--- config.mk ---
export PLATFORM = sky130hd
export DESIGN_NAME = mem_port_arbiter_flat
export DESIGN_NICKNAME = d
export VERILOG_FILES = /design/src/rtl/mem_port_arbiter_if.sv /design/src/rtl/mem_port_arbiter.sv /design/src/flat_wrapper.sv
export SDC_FILE = /design/constraint.sdc
export NUM_CORES = 1
export LEC_CHECK = 0
export ABC_AREA = 1
export CORE_AREA = 2 2 154 118
export CTS_CLUSTER_DIAMETER = 40
export DETAILED_ROUTE_END_ITERATION = 7
export DIE_AREA = 0 0 156 120
export GPL_ROUTABILITY_DRIVEN = 0
export GPL_TIMING_DRIVEN = 0
export HOLD_SLACK_MARGIN = 0.1
export PLACE_DENSITY = 0.76
export RECOVER_POWER = 25
export SLEW_MARGIN = 30
export SYNTH_ARGS = -nofsm -noshare
export SYNTH_HDL_FRONTEND = slang
export SYNTH_SLANG_ARGS = --single-unit
--- constraint.sdc ---
create_clock -name clk -period 1.4 [get_ports clk]
set_input_delay 0.28 -clock clk [delete_from_list [all_inputs] [get_ports clk]]
set_output_delay 0.28 -clock clk [all_outputs]
set_load 0.02 [all_outputs]
--- src/rtl/mem_port_arbiter_if.sv ---
// mem_port_arbiter_if: fetch and data request ports plus the shared memory port.
interface mem_port_arbiter_if #(
    parameter int AWIDTH = 32,
    parameter int DWIDTH = 32
);
    logic              if_req;
    logic [AWIDTH-1:0] if_addr;
    logic              if_ready;
    logic              if_rvalid;
    logic [DWIDTH-1:0] if_rdata;
    logic              d_req;
    logic              d_we;
    logic [2:0]        d_size;
    logic [AWIDTH-1:0] d_addr;
    logic [DWIDTH-1:0] d_wdata;
    logic              d_ready;
    logic              d_rvalid;
    logic [DWIDTH-1:0] d_rdata;
    logic              mem_en;
    logic              mem_we;
    logic [2:0]        mem_size;
    logic [AWIDTH-1:0] mem_addr;
    logic [DWIDTH-1:0] mem_wdata;
    logic [DWIDTH-1:0] mem_rdata;
    modport master (
        output if_req, if_addr, d_req, d_we, d_size, d_addr, d_wdata, mem_rdata,
        input  if_ready, if_rvalid, if_rdata, d_ready, d_rvalid, d_rdata,
               mem_en, mem_we, mem_size, mem_addr, mem_wdata
    );
    modport slave (
        input  if_req, if_addr, d_req, d_we, d_size, d_addr, d_wdata, mem_rdata,
        output if_ready, if_rvalid, if_rdata, d_ready, d_rvalid, d_rdata,
               mem_en, mem_we, mem_size, mem_addr, mem_wdata
    );
endinterface

--- src/rtl/mem_port_arbiter.sv ---
// mem_port_arbiter: shares one memory port between fetch and data, data first with a starvation guard.
module mem_port_arbiter #(
    parameter int AWIDTH     = 32,
    parameter int DWIDTH     = 32,
    parameter int MEM_LAT    = 1,
    parameter int STARVE_MAX = 4
) (
    input  logic               clk,
    input  logic               rst,
    mem_port_arbiter_if.slave  bus,
    output logic               busy
);
    typedef enum logic [1:0] {IDLE, ISSUE, WAIT, RESP} state_t;
    localparam logic [3:0] SMAX   = 4'(STARVE_MAX);
    localparam logic [3:0] LAT_M1 = 4'(MEM_LAT - 1);
    state_t            state, state_nx;
    logic [3:0]        starve_cnt, wait_cnt;
    logic              sel_if, we_q, grant_d, grant_if;
    logic [2:0]        size_q;
    logic [AWIDTH-1:0] addr_q;
    logic [DWIDTH-1:0] wdata_q, if_rdata_q, d_rdata_q;

    // Grants are gated by rst so ready stays low while reset is asserted.
    always_comb begin
        grant_d  = 1'b0;
        grant_if = 1'b0;
        state_nx = state;
        case (state)
            IDLE: begin
                grant_d  = rst && bus.d_req && !(bus.if_req && starve_cnt == SMAX);
                grant_if = rst && bus.if_req && !grant_d;
                state_nx = (grant_d || grant_if) ? ISSUE : IDLE;
            end
            ISSUE:   state_nx = WAIT;
            WAIT:    state_nx = (wait_cnt == '0) ? RESP : WAIT;
            default: state_nx = IDLE;
        endcase
    end

    always_ff @(posedge clk or negedge rst) begin
        if (!rst) state <= IDLE;
        else      state <= state_nx;
    end

    always_ff @(posedge clk or negedge rst) begin
        if (!rst) begin
            starve_cnt <= '0;
            wait_cnt   <= '0;
            sel_if     <= 1'b0;
            we_q       <= 1'b0;
            size_q     <= '0;
            addr_q     <= '0;
            wdata_q    <= '0;
            if_rdata_q <= '0;
            d_rdata_q  <= '0;
        end else begin
            if (grant_d || grant_if) begin
                sel_if     <= grant_if;
                we_q       <= grant_d && bus.d_we;
                size_q     <= grant_d ? bus.d_size : 3'b010;
                addr_q     <= grant_d ? bus.d_addr : bus.if_addr;
                wdata_q    <= grant_d ? bus.d_wdata : '0;
                starve_cnt <= (grant_if || !bus.if_req) ? '0 :
                              (starve_cnt == SMAX) ? SMAX : starve_cnt + 4'd1;
            end
            if (state == ISSUE)                         wait_cnt <= LAT_M1;
            else if (state == WAIT && wait_cnt != '0)   wait_cnt <= wait_cnt - 4'd1;
            // Last WAIT cycle: memory data is valid, stores report zero.
            if (state == WAIT && wait_cnt == '0) begin
                if (sel_if) if_rdata_q <= bus.mem_rdata;
                else        d_rdata_q  <= we_q ? '0 : bus.mem_rdata;
            end
        end
    end

    assign bus.if_ready  = grant_if;
    assign bus.d_ready   = grant_d;
    assign bus.if_rvalid = state == RESP && sel_if;
    assign bus.d_rvalid  = state == RESP && !sel_if;
    assign bus.if_rdata  = if_rdata_q;
    assign bus.d_rdata   = d_rdata_q;
    assign bus.mem_en    = state == ISSUE;
    assign bus.mem_we    = state == ISSUE && we_q;
    assign bus.mem_size  = size_q;
    assign bus.mem_addr  = addr_q;
    assign bus.mem_wdata = wdata_q;
    assign busy          = state != IDLE;
endmodule

--- src/flat_wrapper.sv ---
// flat-port wrapper written by rule: the top's interface ports become plain ports
module mem_port_arbiter_flat 
#(
    parameter int AWIDTH     = 32,
    parameter int DWIDTH     = 32,
    parameter int MEM_LAT    = 1,
    parameter int STARVE_MAX = 4
)
  (clk, rst, busy, bus_if_req, bus_if_addr, bus_d_req, bus_d_we, bus_d_size, bus_d_addr, bus_d_wdata, bus_mem_rdata, bus_if_ready, bus_if_rvalid, bus_if_rdata, bus_d_ready, bus_d_rvalid, bus_d_rdata, bus_mem_en, bus_mem_we, bus_mem_size, bus_mem_addr, bus_mem_wdata);
  mem_port_arbiter_if #(.AWIDTH(AWIDTH), .DWIDTH(DWIDTH)) bus_i ();
  input  logic clk;
  input  logic rst;
  output logic busy;
  input wire logic [$bits(bus_i.if_req)-1:0] bus_if_req;
  input wire logic [$bits(bus_i.if_addr)-1:0] bus_if_addr;
  input wire logic [$bits(bus_i.d_req)-1:0] bus_d_req;
  input wire logic [$bits(bus_i.d_we)-1:0] bus_d_we;
  input wire logic [$bits(bus_i.d_size)-1:0] bus_d_size;
  input wire logic [$bits(bus_i.d_addr)-1:0] bus_d_addr;
  input wire logic [$bits(bus_i.d_wdata)-1:0] bus_d_wdata;
  input wire logic [$bits(bus_i.mem_rdata)-1:0] bus_mem_rdata;
  output wire logic [$bits(bus_i.if_ready)-1:0] bus_if_ready;
  output wire logic [$bits(bus_i.if_rvalid)-1:0] bus_if_rvalid;
  output wire logic [$bits(bus_i.if_rdata)-1:0] bus_if_rdata;
  output wire logic [$bits(bus_i.d_ready)-1:0] bus_d_ready;
  output wire logic [$bits(bus_i.d_rvalid)-1:0] bus_d_rvalid;
  output wire logic [$bits(bus_i.d_rdata)-1:0] bus_d_rdata;
  output wire logic [$bits(bus_i.mem_en)-1:0] bus_mem_en;
  output wire logic [$bits(bus_i.mem_we)-1:0] bus_mem_we;
  output wire logic [$bits(bus_i.mem_size)-1:0] bus_mem_size;
  output wire logic [$bits(bus_i.mem_addr)-1:0] bus_mem_addr;
  output wire logic [$bits(bus_i.mem_wdata)-1:0] bus_mem_wdata;
  assign bus_i.if_req = bus_if_req;
  assign bus_i.if_addr = bus_if_addr;
  assign bus_i.d_req = bus_d_req;
  assign bus_i.d_we = bus_d_we;
  assign bus_i.d_size = bus_d_size;
  assign bus_i.d_addr = bus_d_addr;
  assign bus_i.d_wdata = bus_d_wdata;
  assign bus_i.mem_rdata = bus_mem_rdata;
  assign bus_if_ready = bus_i.if_ready;
  assign bus_if_rvalid = bus_i.if_rvalid;
  assign bus_if_rdata = bus_i.if_rdata;
  assign bus_d_ready = bus_i.d_ready;
  assign bus_d_rvalid = bus_i.d_rvalid;
  assign bus_d_rdata = bus_i.d_rdata;
  assign bus_mem_en = bus_i.mem_en;
  assign bus_mem_we = bus_i.mem_we;
  assign bus_mem_size = bus_i.mem_size;
  assign bus_mem_addr = bus_i.mem_addr;
  assign bus_mem_wdata = bus_i.mem_wdata;
  mem_port_arbiter #(.AWIDTH(AWIDTH), .DWIDTH(DWIDTH), .MEM_LAT(MEM_LAT), .STARVE_MAX(STARVE_MAX)) u_core (.clk(clk), .rst(rst), .bus(bus_i), .busy(busy));
endmodule
==> impl_metrics.csv, run 1 <==
group,metric,value,unit
outcome,status,"finished, violations left",
outcome,violations,"negative hold slack, negative setup slack",
setup_path,cp_max_fo,4,
pwr,p_leak,6.155,nW
setup_path,path_class,"flip-flop to output pin",
setup_path,crit_chain,"inv_2 -> ha_4 -> nand4_4 -> nand3_4 -> inv_8 -> buf_8 -> buf_6",
finish,syn_to_final_growth,75.50,%
finish,nets,1351,
placement,dpl_worst_slack,-1096,ps
run,drv_cap,0,
detailed_routing,finalWirelength,22.56,mm
min_path,min_path_type,"input pin to async pin",
placement,placed_area,9682,sq um
setup_path,critPathBufInv,4,
timing,finalHoldViolCount,68,
setup_path,required,1120,ps
logic_synthesis,synthCells,859,
timing,report.final.slew_viol_count,0,
logic_synthesis,ys_warn_count,0,
finish,layout-drive-gt1-share,0.2572,
detailed_routing,vias,6782,
pwr,peakVddDrop,944.9,uV
timing,rsz0062_at_grt,"yes",
die,die_h,120,microns
die,dieArea,18720,sq um
clocking,cts-htree-levels,4,
clocking,cts-root-buf,"clkbuf_16",
detailed_routing,postRouteAntennaNets,0,
setup_path,cp_top_family,"flip-flops",
setup_path,setup.worst_path.end_class,"output pin",
setup_path,critPathLaunchType,"flip-flop",
placement,numPortBuffers,272,
clocking,insertion_delay,420,ps
timing,max-slew-margin-rel,0.6790,
timing,layout_setup_ws,-486.3,ps
timing,finalSetupViolations,148,
timing,hold_slack,-239.9,ps
timing,min_period_over_period,1.347,
timing,min_period,1886,ps
logic_synthesis,syn_area_per_cell,7.704,sq um
die,core_area,17290,sq um
global_routing,antenna_found_initial,0,
global_routing,grt_pass1_wl,32.38,mm
detailed_routing,vias_per_cell,4.706,
finish,design_area,11610,sq um
placement,dp_hpwl,14.50,mm
global_routing,grt_max_degree,76,
global_routing,grt_usage,0.2235,
die,io_pins,274,
finish,finalNonFillerCells,1441,
clocking,cts_tree,"done",
pwr,fin_total_pwr,24.45,mW
die,num_rows,42,
logic_synthesis,synth_nets,1002,
logic_synthesis,synth_area,6618,sq um
timing,worst_pin_slew,477.8,ps
placement,dpl.cell_count,1352,
logic_synthesis,synth_seq_area_share,0.5407,
setup_path,critical_path_arrival,1610,ps
finish,diodes,0,
detailed_routing,dr.pass1.iters,5,
die,die_width,156,microns
pwr,power.density,2105,nW/um^2
timing,skew,7.162,ps
clocking,cts.sink_count,143,
global_routing,gr-total-overflow,0,
die,start_util,0.3828,
setup_path,crit_path_max_incr_delay,400,ps
clocking,cts_buffers,17,
detailed_routing,drt_iter0_drc,400,
clocking,clk_pin_slew,60,ps
timing,fmax,530.1,MHz
global_routing,grt_pass1_vias,6264,
finish,fill_cells,1349,
logic_synthesis,yosys_register_bits,143,
setup_path,slowest_stage,"dfrtp_1",
detailed_routing,drc,0,
detailed_routing,wire_per_inst,15.66,microns
clocking,cts_buffer_depth,2,
logic_synthesis,synth_cell_types,22,
==> timing repair <==
item / CTS / global route
setup buffers: 26 / 22
endpoints found under the setup margin: 276 / 208
pin swaps: 10 / 34
hold endpoints to repair: 68 / 68
cloned: 6 / 8
resized for setup: 419 / 230
==> cells by family after synthesis <==
logic type / synth area share
DFF: 0.5407
AOI/OAI and AO/OA: 0.05540
buffers and inverters: 0.1195
and+or+nand+nor: 0.2711
adders and majority gates: 0.01323
==> layer usage <==
metal / share of wire / track usage
met1: 0.39 / 0.2696
met4: 0.024 / 0.06938
met5: 0 / 0
met3: 0.087 / 0.07584
met2: 0.50 / 0.3783
==> cell usage in the layout, fill, tap and decap left out, drive strengths merged <==
| cell type | Yosys | layout |
|---|---|---|
| clkinv | 0 | 1 |
| nor2 | 11 | 11 |
| bufinv | 0 | 2 |
| clkinvlp | 0 | 4 |
| dlygate4sd2 | 0 | 2 |
| a21oi | 4 | 4 |
| nand4 | 2 | 2 |
| dfrtp | 143 | 143 |
| clkdlybuf4s15 | 0 | 118 |
| buf | 29 | 92 |
| clkbuf | 10 | 41 |
| nand2 | 387 | 387 |
| nor3 | 1 | 1 |
| clkdlybuf4s50 | 0 | 133 |
| ha | 7 | 7 |
| o21ai | 68 | 68 |
| o22ai | 1 | 1 |
| inv | 151 | 157 |
| nand3 | 45 | 47 |
==> flip-flops by register name, indices dropped and copies added, names as in the netlist <==
| signal | count |
|---|---|
| u_core.bus.d_rdata | 32 |
| u_core.bus.if_rdata | 32 |
| u_core.bus.mem_addr | 32 |
| u_core.bus.mem_size | 3 |
| u_core.bus.mem_wdata | 32 |
| u_core.sel_if | 1 |
| u_core.starve_cnt | 4 |
| u_core.state | 2 |
| u_core.wait_cnt | 4 |
| u_core.we_q | 1 |
==> where the power goes <==
| part | leakage (nW) | switching (mW) | internal, mW | total, mW |
|---|---|---|---|---|
| clock network | 0.285 | 1.92 | 2.76 | 4.68 |
| logic | 4.06 | 6.97 | 5.66 | 12.6 |
| registers | 1.81 | 1.15 | 5.99 | 7.14 |
==> synthesized netlist by cell type (all sizes together) <==
cell | instances | area, sq um
clkbuf | 10 | 40.04
inv | 151 | 566.8
nand2 | 387 | 1458
o22ai | 1 | 6.260
a21oi | 4 | 20.02
nor3 | 1 | 5.000
nand4 | 2 | 27.53
nor2 | 11 | 41.29
o21ai | 68 | 340.3
buf | 29 | 183.9
ha | 7 | 87.58
dfrtp | 143 | 3578
nand3 | 45 | 262.8
==> cell type report <==
cell class / instances / area [sq um] / area share
Multi-Input combinational cell: 528 / 2701 / 0.2326
Timing Repair Buffer: 329 / 3461 / 0.2980
Sequential cell: 143 / 3578 / 0.3081
Buffer: 38 / 412.9 / 0.03555
Clock buffer: 19 / 452.9 / 0.03900
Clock inverter: 13 / 150.1 / 0.01293
Tap cell: 220 / 275.3 / 0.02370
Inverter: 151 / 581.8 / 0.05010
==> metrics by stage <==
stage               utilization  setup TNS (ps)  hold slack, ps
finish                   0.6717          -21590          -239.9
global route             0.6717          -32090          -211.9
CTS                      0.6249          -12980          -161.4
detailed placement       0.5600          -39560           284.9
global placement         0.5581        -1308730           461.3
floorplan                     -         -0.8374          -15.59
==> path summary, 6_finish.rpt <==
path / start / to / slack (ps) / cells after the start
max: u_core.starve_cnt[0] / bus_d_ready / -490 / 7
min: rst / u_core.bus.d_rdata[10] / -240 / 1
max reg2reg: u_core.state[0] / u_core.bus.if_rdata[6] / -250 / 10
min reg2reg: u_core.bus.mem_addr[0] / u_core.bus.mem_addr[0] / 470 / 2
max in group asynchronous: rst / u_core.bus.mem_size[0] / 910 / 2
min in group clk: bus_if_req / u_core.starve_cnt[2] / 220 / 3
(Power assumes the default switching activity.)
==> run 2: changes to the inputs <==
--- a/config.mk
+++ b/config.mk
@@ -15,7 +15,6 @@
 export HOLD_SLACK_MARGIN = 0.1
 export PLACE_DENSITY = 0.76
 export RECOVER_POWER = 25
-export SLEW_MARGIN = 30
 export SYNTH_ARGS = -nofsm -noshare
 export SYNTH_HDL_FRONTEND = slang
 export SYNTH_SLANG_ARGS = --single-unit
==> run 2 against run 1 <==
Against the previous run: the flow still finishes with violations (negative hold slack, negative setup slack); register-to-register slack got worse by 170 ps; worst setup slack improved by 1.9 ps; clock skew about the same; final cell count increased by 1.3%; core utilization increased by 1.2 points; global-route usage increased by 0.91 points; clock power increased by 4%; combinational power increased by 9.5%; non-clock buffer count increased by 21; design area increased by 1.7%; critical path type unchanged; largest cell class unchanged.
==> impl_metrics.csv, run 2 (same netlist as run 1, synthesis figures left out) <==
group,metric,value,unit
timing,report.final.slew_viol_count,0,
timing,max-slew-margin-rel,0.7081,
timing,rsz0062_at_grt,"yes",
clocking,cts-htree-levels,4,
detailed_routing,wire_per_inst,16.18,microns
setup_path,r2r-end,"u_core.bus.mem_addr[8]",
clocking,cts.sink_count,143,
global_routing,grt_pass1_vias,6418,
pwr,peakVddDrop,929.5,uV
detailed_routing,drt_iter0_drc,432,
run,drv_cap,0,
global_routing,gr-total-overflow,0,
timing,fin_tns_setup,-21620,ps
timing,worst_pin_slew,437.8,ps
timing,min_period,1884,ps
finish,syn_to_final_growth,78.54,%
setup_path,path_class,"flip-flop to output pin",
clocking,cts_tree,"done",
die,die_width,156,microns
clocking,cts_buffers,17,
die,die_h,120,microns
timing,fmax,530.7,MHz
detailed_routing,dr.pass1.iters,5,
detailed_routing,vias,6915,
setup_path,cp_max_fo,4,
placement,dp_hpwl,14.52,mm
placement,numPortBuffers,272,
pwr,p_leak,6.448,nW
setup_path,critPathBufInv,4,
finish,diodes,0,
setup_path,critPathLaunchType,"flip-flop",
finish,fill_cells,1293,
setup_path,required,1120,ps
die,num_rows,42,
pwr,fin_total_pwr,26.04,mW
finish,nets,1370,
setup_path,cp_top_family,"flip-flops",
setup_path,crit_path_max_incr_delay,390,ps
setup_path,slowest_stage,"dfrtp_1",
timing,hold_slack,-251.9,ps
timing,layout_setup_ws,-484.4,ps
timing,min_period_over_period,1.346,
finish,final_common_cell,"nand2_1",
finish,multi_input_area,2980,sq um
setup_path,reg2reg_slack,-420,ps
global_routing,antenna_found_initial,0,
timing,skew,6.798,ps
detailed_routing,vias_per_cell,4.736,
clocking,cts-root-buf,"clkbuf_16",
finish,layout-drive-gt1-share,0.3718,
setup_path,critical_path_arrival,1600,ps
finish,final_cell_mix,"nand2_1, dfrtp_1, inv_1",
detailed_routing,finalWirelength,23.62,mm
outcome,violations,"negative hold slack, negative setup slack",
die,io_pins,274,
pwr,power.density,2204,nW/um^2
outcome,status,"finished, violations left",
placement,dpl.cell_count,1352,
setup_path,setup.worst_path.end_class,"output pin",
finish,design_area,11820,sq um
clocking,clk_pin_slew,70,ps
finish,finalNonFillerCells,1460,
die,core_area,17290,sq um
clocking,cts_buffer_depth,2,
setup_path,reg2reg_depth,13,
die,start_util,0.3828,
global_routing,grt_usage,0.2326,
min_path,min_path_type,"input pin to async pin",
finish,seq_area,3578,sq um
die,dieArea,18720,sq um
detailed_routing,drc,0,
timing,finalSetupViolations,136,
setup_path,timing.rr.start,"u_core.starve_cnt[0]",
clocking,insertion_delay,420,ps
global_routing,grt_max_degree,76,
detailed_routing,postRouteAntennaNets,0,
global_routing,grt_pass1_wl,33.69,mm
timing,finalHoldViolCount,68,
setup_path,crit_chain,"inv_2 -> ha_4 -> nand4_4 -> nand3_4 -> inv_8 -> buf_8 -> buf_6",
placement,placed_area,9678,sq um
[run 2: where the power goes]
part	leakage, nW	switching [mW]	internal (mW)
combinational	4.35	7.61	6.18
clock	0.296	1.94	2.94
sequential	1.81	1.38	5.99
[run 2: per-layer routing]
layer	GRT usage	up-vias	wire, microns
met4	0.07339	0	585
met2	0.3933	314	11720
met3	0.08234	52	2104
met5	0	-	0
met1	0.2782	3254	9203
li1	-	3295	-
[run 2: final cells by class]
class | count | share of cell area
Sequential cell | 143 | 0.3029
Timing Repair Buffer | 352 | 0.2826
Multi-Input combinational cell | 526 | 0.2523
Inverter | 151 | 0.04945
Clock buffer | 19 | 0.03834
Buffer | 36 | 0.03632
Tap cell | 220 | 0.02330
Clock inverter | 13 | 0.01483
[run 2: stage by stage]
step / hold slack, ps / worst slack (ps) / util
2_1_floorplan: -15.59 / -0.8374 / -
4_1_cts: -165.4 / -469.8 / 0.6530
3_5_place_dp: 345.3 / -1206 / 0.5598
6_report: -251.9 / -484.4 / 0.6834
5_1_grt: -230.1 / -556.8 / 0.6834
3_3_place_gp: 461.3 / -6631 / 0.5581
[run 2: how the worst max path moves through the flow]
stage | to | cells after the start | start | slack, ps
6_report | bus_d_ready | 7 | u_core.starve_cnt[0] | -480
5_1_grt | bus_d_ready | 7 | u_core.starve_cnt[0] | -560
4_1_cts | bus_d_ready | 7 | u_core.state[0] | -470
3_5_place_dp | bus_d_ready | 7 | rst | -1210
3_3_place_gp | bus_d_ready | 7 | rst | -6630
2_1_floorplan | bus_d_ready | 6 | u_core.starve_cnt[0] | -0.8
[run 2: repair_timing]
action	4_1_cts	5_1_grt
gates resized for setup	514	342
gates cloned	14	5
hold endpoints to repair	68	68
setup buffers	38	29
setup endpoints to repair	276	230
pin swaps	9	15
==> run 3: changes to the inputs <==
--- a/config.mk
+++ b/config.mk
@@ -6,14 +6,15 @@
 export NUM_CORES = 1
 export LEC_CHECK = 0
 export ABC_AREA = 1
-export CORE_AREA = 2 2 154 118
+export CORE_AREA = 2 2 130 100
 export CTS_CLUSTER_DIAMETER = 40
 export DETAILED_ROUTE_END_ITERATION = 7
-export DIE_AREA = 0 0 156 120
+export DIE_AREA = 0 0 132 102
+export DONT_BUFFER_PORTS = 1
 export GPL_ROUTABILITY_DRIVEN = 0
 export GPL_TIMING_DRIVEN = 0
-export HOLD_SLACK_MARGIN = 0.1
-export PLACE_DENSITY = 0.76
+export HOLD_SLACK_MARGIN = 0.02
+export PLACE_DENSITY = 0.72
 export RECOVER_POWER = 25
 export SYNTH_ARGS = -nofsm -noshare
 export SYNTH_HDL_FRONTEND = slang
==> run 3 against run 2 <==
Against the previous run: the run still ends with negative hold slack, negative setup slack left; first-iteration DRC count up 19%; worst setup slack improved by 82 ps; sequential share of layout area increased by 4.1 points; combinational power fell by 32%; register-to-register slack improved by 80 ps; maximum frequency up 4.6%; clock skew grew 15 ps; design area decreased by 12%; critical endpoint unchanged; largest power group is now registers.
==> impl_metrics.csv, run 3 (same netlist as run 1, synthesis figures left out) <==
group,metric,value,unit
outcome,status,"finished, violations left",
outcome,violations,"negative hold slack, negative setup slack",
finish,final_cell_mix,"nand2_1, dfrtp_1, inv_1",
setup_path,slowest_stage,"dfrtp_1",
pwr,comb_power_share,0.384,
pwr,p_sw,11.09,mW
die,dieArea,13460,sq um
setup_path,crit_path_max_incr_delay,400,ps
clocking,cts-htree-levels,4,
detailed_routing,postRouteAntennaNets,0,
run,drv_cap,0,
setup_path,crit_chain,"inv_2 -> ha_4 -> nand4_4 -> nand3_4 -> inv_8 -> buf_8",
detailed_routing,vias,6592,
finish,seq_area,3580,sq um
clocking,clk_pin_slew,60,ps
global_routing,grt_usage,0.3083,
timing,hold_slack,-454.9,ps
detailed_routing,dr.pass1.iters,5,
detailed_routing,finalWirelength,25.19,mm
timing,max-slew-margin-rel,0.6370,
finish,final_common_cell,"nand2_1",
pwr,p_leak,5.692,nW
pwr,p_int,13.52,mW
clocking,insertion_delay,430,ps
placement,dpl.cell_count,1025,
global_routing,grt_max_degree,148,
timing,skew,21.70,ps
timing,min_period_over_period,1.287,
die,die_width,132,microns
setup_path,path_class,"flip-flop to output pin",
detailed_routing,drt_iter0_drc,514,
setup_path,setup.worst_path.end_class,"output pin",
timing,layout_setup_ws,-402.2,ps
setup_path,cp_max_fo,5,
pwr,clkPwrFrac,0.205,
global_routing,grt_pass1_vias,6186,
setup_path,required,1120,ps
global_routing,antenna_found_initial,0,
min_path,min_path_type,"input pin to async pin",
finish,nets,1165,
timing,rsz0062_at_grt,"yes",
finish,diodes,0,
pwr,peakVddDrop,1258,uV
finish,multi_input_area,3283,sq um
die,die_h,102,microns
global_routing,gr-total-overflow,0,
timing,finalSetupViolations,149,
timing,worst_pin_slew,544.5,ps
detailed_routing,drc,0,
pwr,swShare,0.4508,
die,start_util,0.5455,
finish,layout-drive-gt1-share,0.3781,
setup_path,critPathLaunchType,"flip-flop",
setup_path,critical_path_arrival,1520,ps
clocking,cts.sink_count,143,
placement,dp_hpwl,11.67,mm
placement,numPortBuffers,0,
detailed_routing,wire_per_inst,21.00,microns
finish,fill_cells,617,
timing,finalHoldViolCount,143,
clocking,cts_buffers,17,
timing,min_period,1802,ps
pwr,p_seq_frac,0.411,
pwr,power.density,2361,nW/um^2
finish,finalNonFillerCells,1200,
detailed_routing,vias_per_cell,5.493,
clocking,cts_tree,"done",
clocking,cts_buffer_depth,2,
timing,report.final.slew_viol_count,0,
finish,syn_to_final_growth,57.53,%
die,io_pins,274,
clocking,cts-root-buf,"clkbuf_16",
global_routing,grt_pass1_wl,32.31,mm
die,core_area,12130,sq um
die,num_rows,35,
timing,fmax,554.9,MHz
==> run 3: cell count changes in the layout (fill, tap and decap cells not counted), moves of 15 or more <==
cell,delta
nand2_2,+49
clkdlybuf4s50_1,-133
buf_2,-15
buf_4,-16
dlygate4sd3_1,+72
clkbuf_2,-78
nand2_4,+15
clkdlybuf4s15_2,-35
nand2_1,-64
==> run 3: critical path, delay by kind of cell (launching register included) <==
| family | cells | cell delay [ps] |
|---|---|---|
| adder cells (fa/ha/maj) | 1 | 150 |
| buffers and inverters | 3 | 260 |
| flip-flops | 1 | 400 |
| AND/OR/NAND/NOR | 2 | 290 |
==> run 3: layer usage <==
| layer | GRT usage | routed length (microns) |
|---|---|---|
| met1 | 0.3659 | 8720 |
| met4 | 0.1045 | 1234 |
| met3 | 0.1002 | 2406 |
| met5 | 0 | 0 |
| met2 | 0.5385 | 12830 |
==> run 3: power groups by stage <==
stage	sequential, mW	combinational, mW	clock [mW]
CTS	9.66	6.23	4.97
global placement	9.65	4.12	0
detailed placement	9.66	4.30	0
finish	10.1	9.45	5.05
global route	10.2	10.1	5.23
floorplan	9.12	3.40	0
==> run 3: stage by stage <==
stage | power (mW) | util | TNS, ps | worst slack [ps] | area, sq um
finish | 24.61 | 0.8594 | -29140 | -402.2 | 10430
global route | 25.50 | 0.8594 | -36120 | -435.1 | 10430
CTS | 20.87 | 0.7573 | -16170 | -333.6 | 9186
detailed placement | 13.96 | 0.5654 | -19590 | -288.5 | 6859
global placement | 13.76 | 0.5654 | -17360 | -256.9 | 6859
floorplan | 12.52 | - | -0.8374 | -0.8374 | 6651
==> run 3: path summary, 6_finish.rpt <==
| check | startpoint | slack (ps) | cells after the start | endpoint |
|---|---|---|---|---|
| hold reg to reg | u_core.starve_cnt[3] | 550 | 2 | u_core.starve_cnt[3] |
| setup reg to reg | u_core.starve_cnt[0] | -340 | 11 | u_core.bus.mem_wdata[12] |
| hold / removal | rst | -450 | 0 | u_core.bus.mem_addr[16] |
| max in group asynchronous | rst | 1570 | 0 | u_core.wait_cnt[3] |
| min in group clk | bus_mem_rdata[10] | 20 | 2 | u_core.bus.if_rdata[10] |
| setup / recovery | u_core.starve_cnt[0] | -400 | 6 | bus_d_ready |
==> run 3: final cells by class <==
| class | count | area share |
|---|---|---|
| buffer | 38 | 0.04345 |
| clock buffer | 18 | 0.04213 |
| clock inverter | 13 | 0.01896 |
| inverter | 151 | 0.05713 |
| multi-input combinational | 530 | 0.3149 |
| sequential | 143 | 0.3434 |
| tap | 166 | 0.01992 |
| timing repair buffer | 141 | 0.1601 |
==> run 3: repair_timing <==
item | in CTS | in global routing
gates cloned | 15 | 12
endpoints found under the setup margin | 145 | 146
setup buffers | 31 | 23
gates resized for setup | 195 | 313
endpoints found under the hold margin | 212 | 156
hold buffers | 61 | 11
pin swaps | 51 | 33
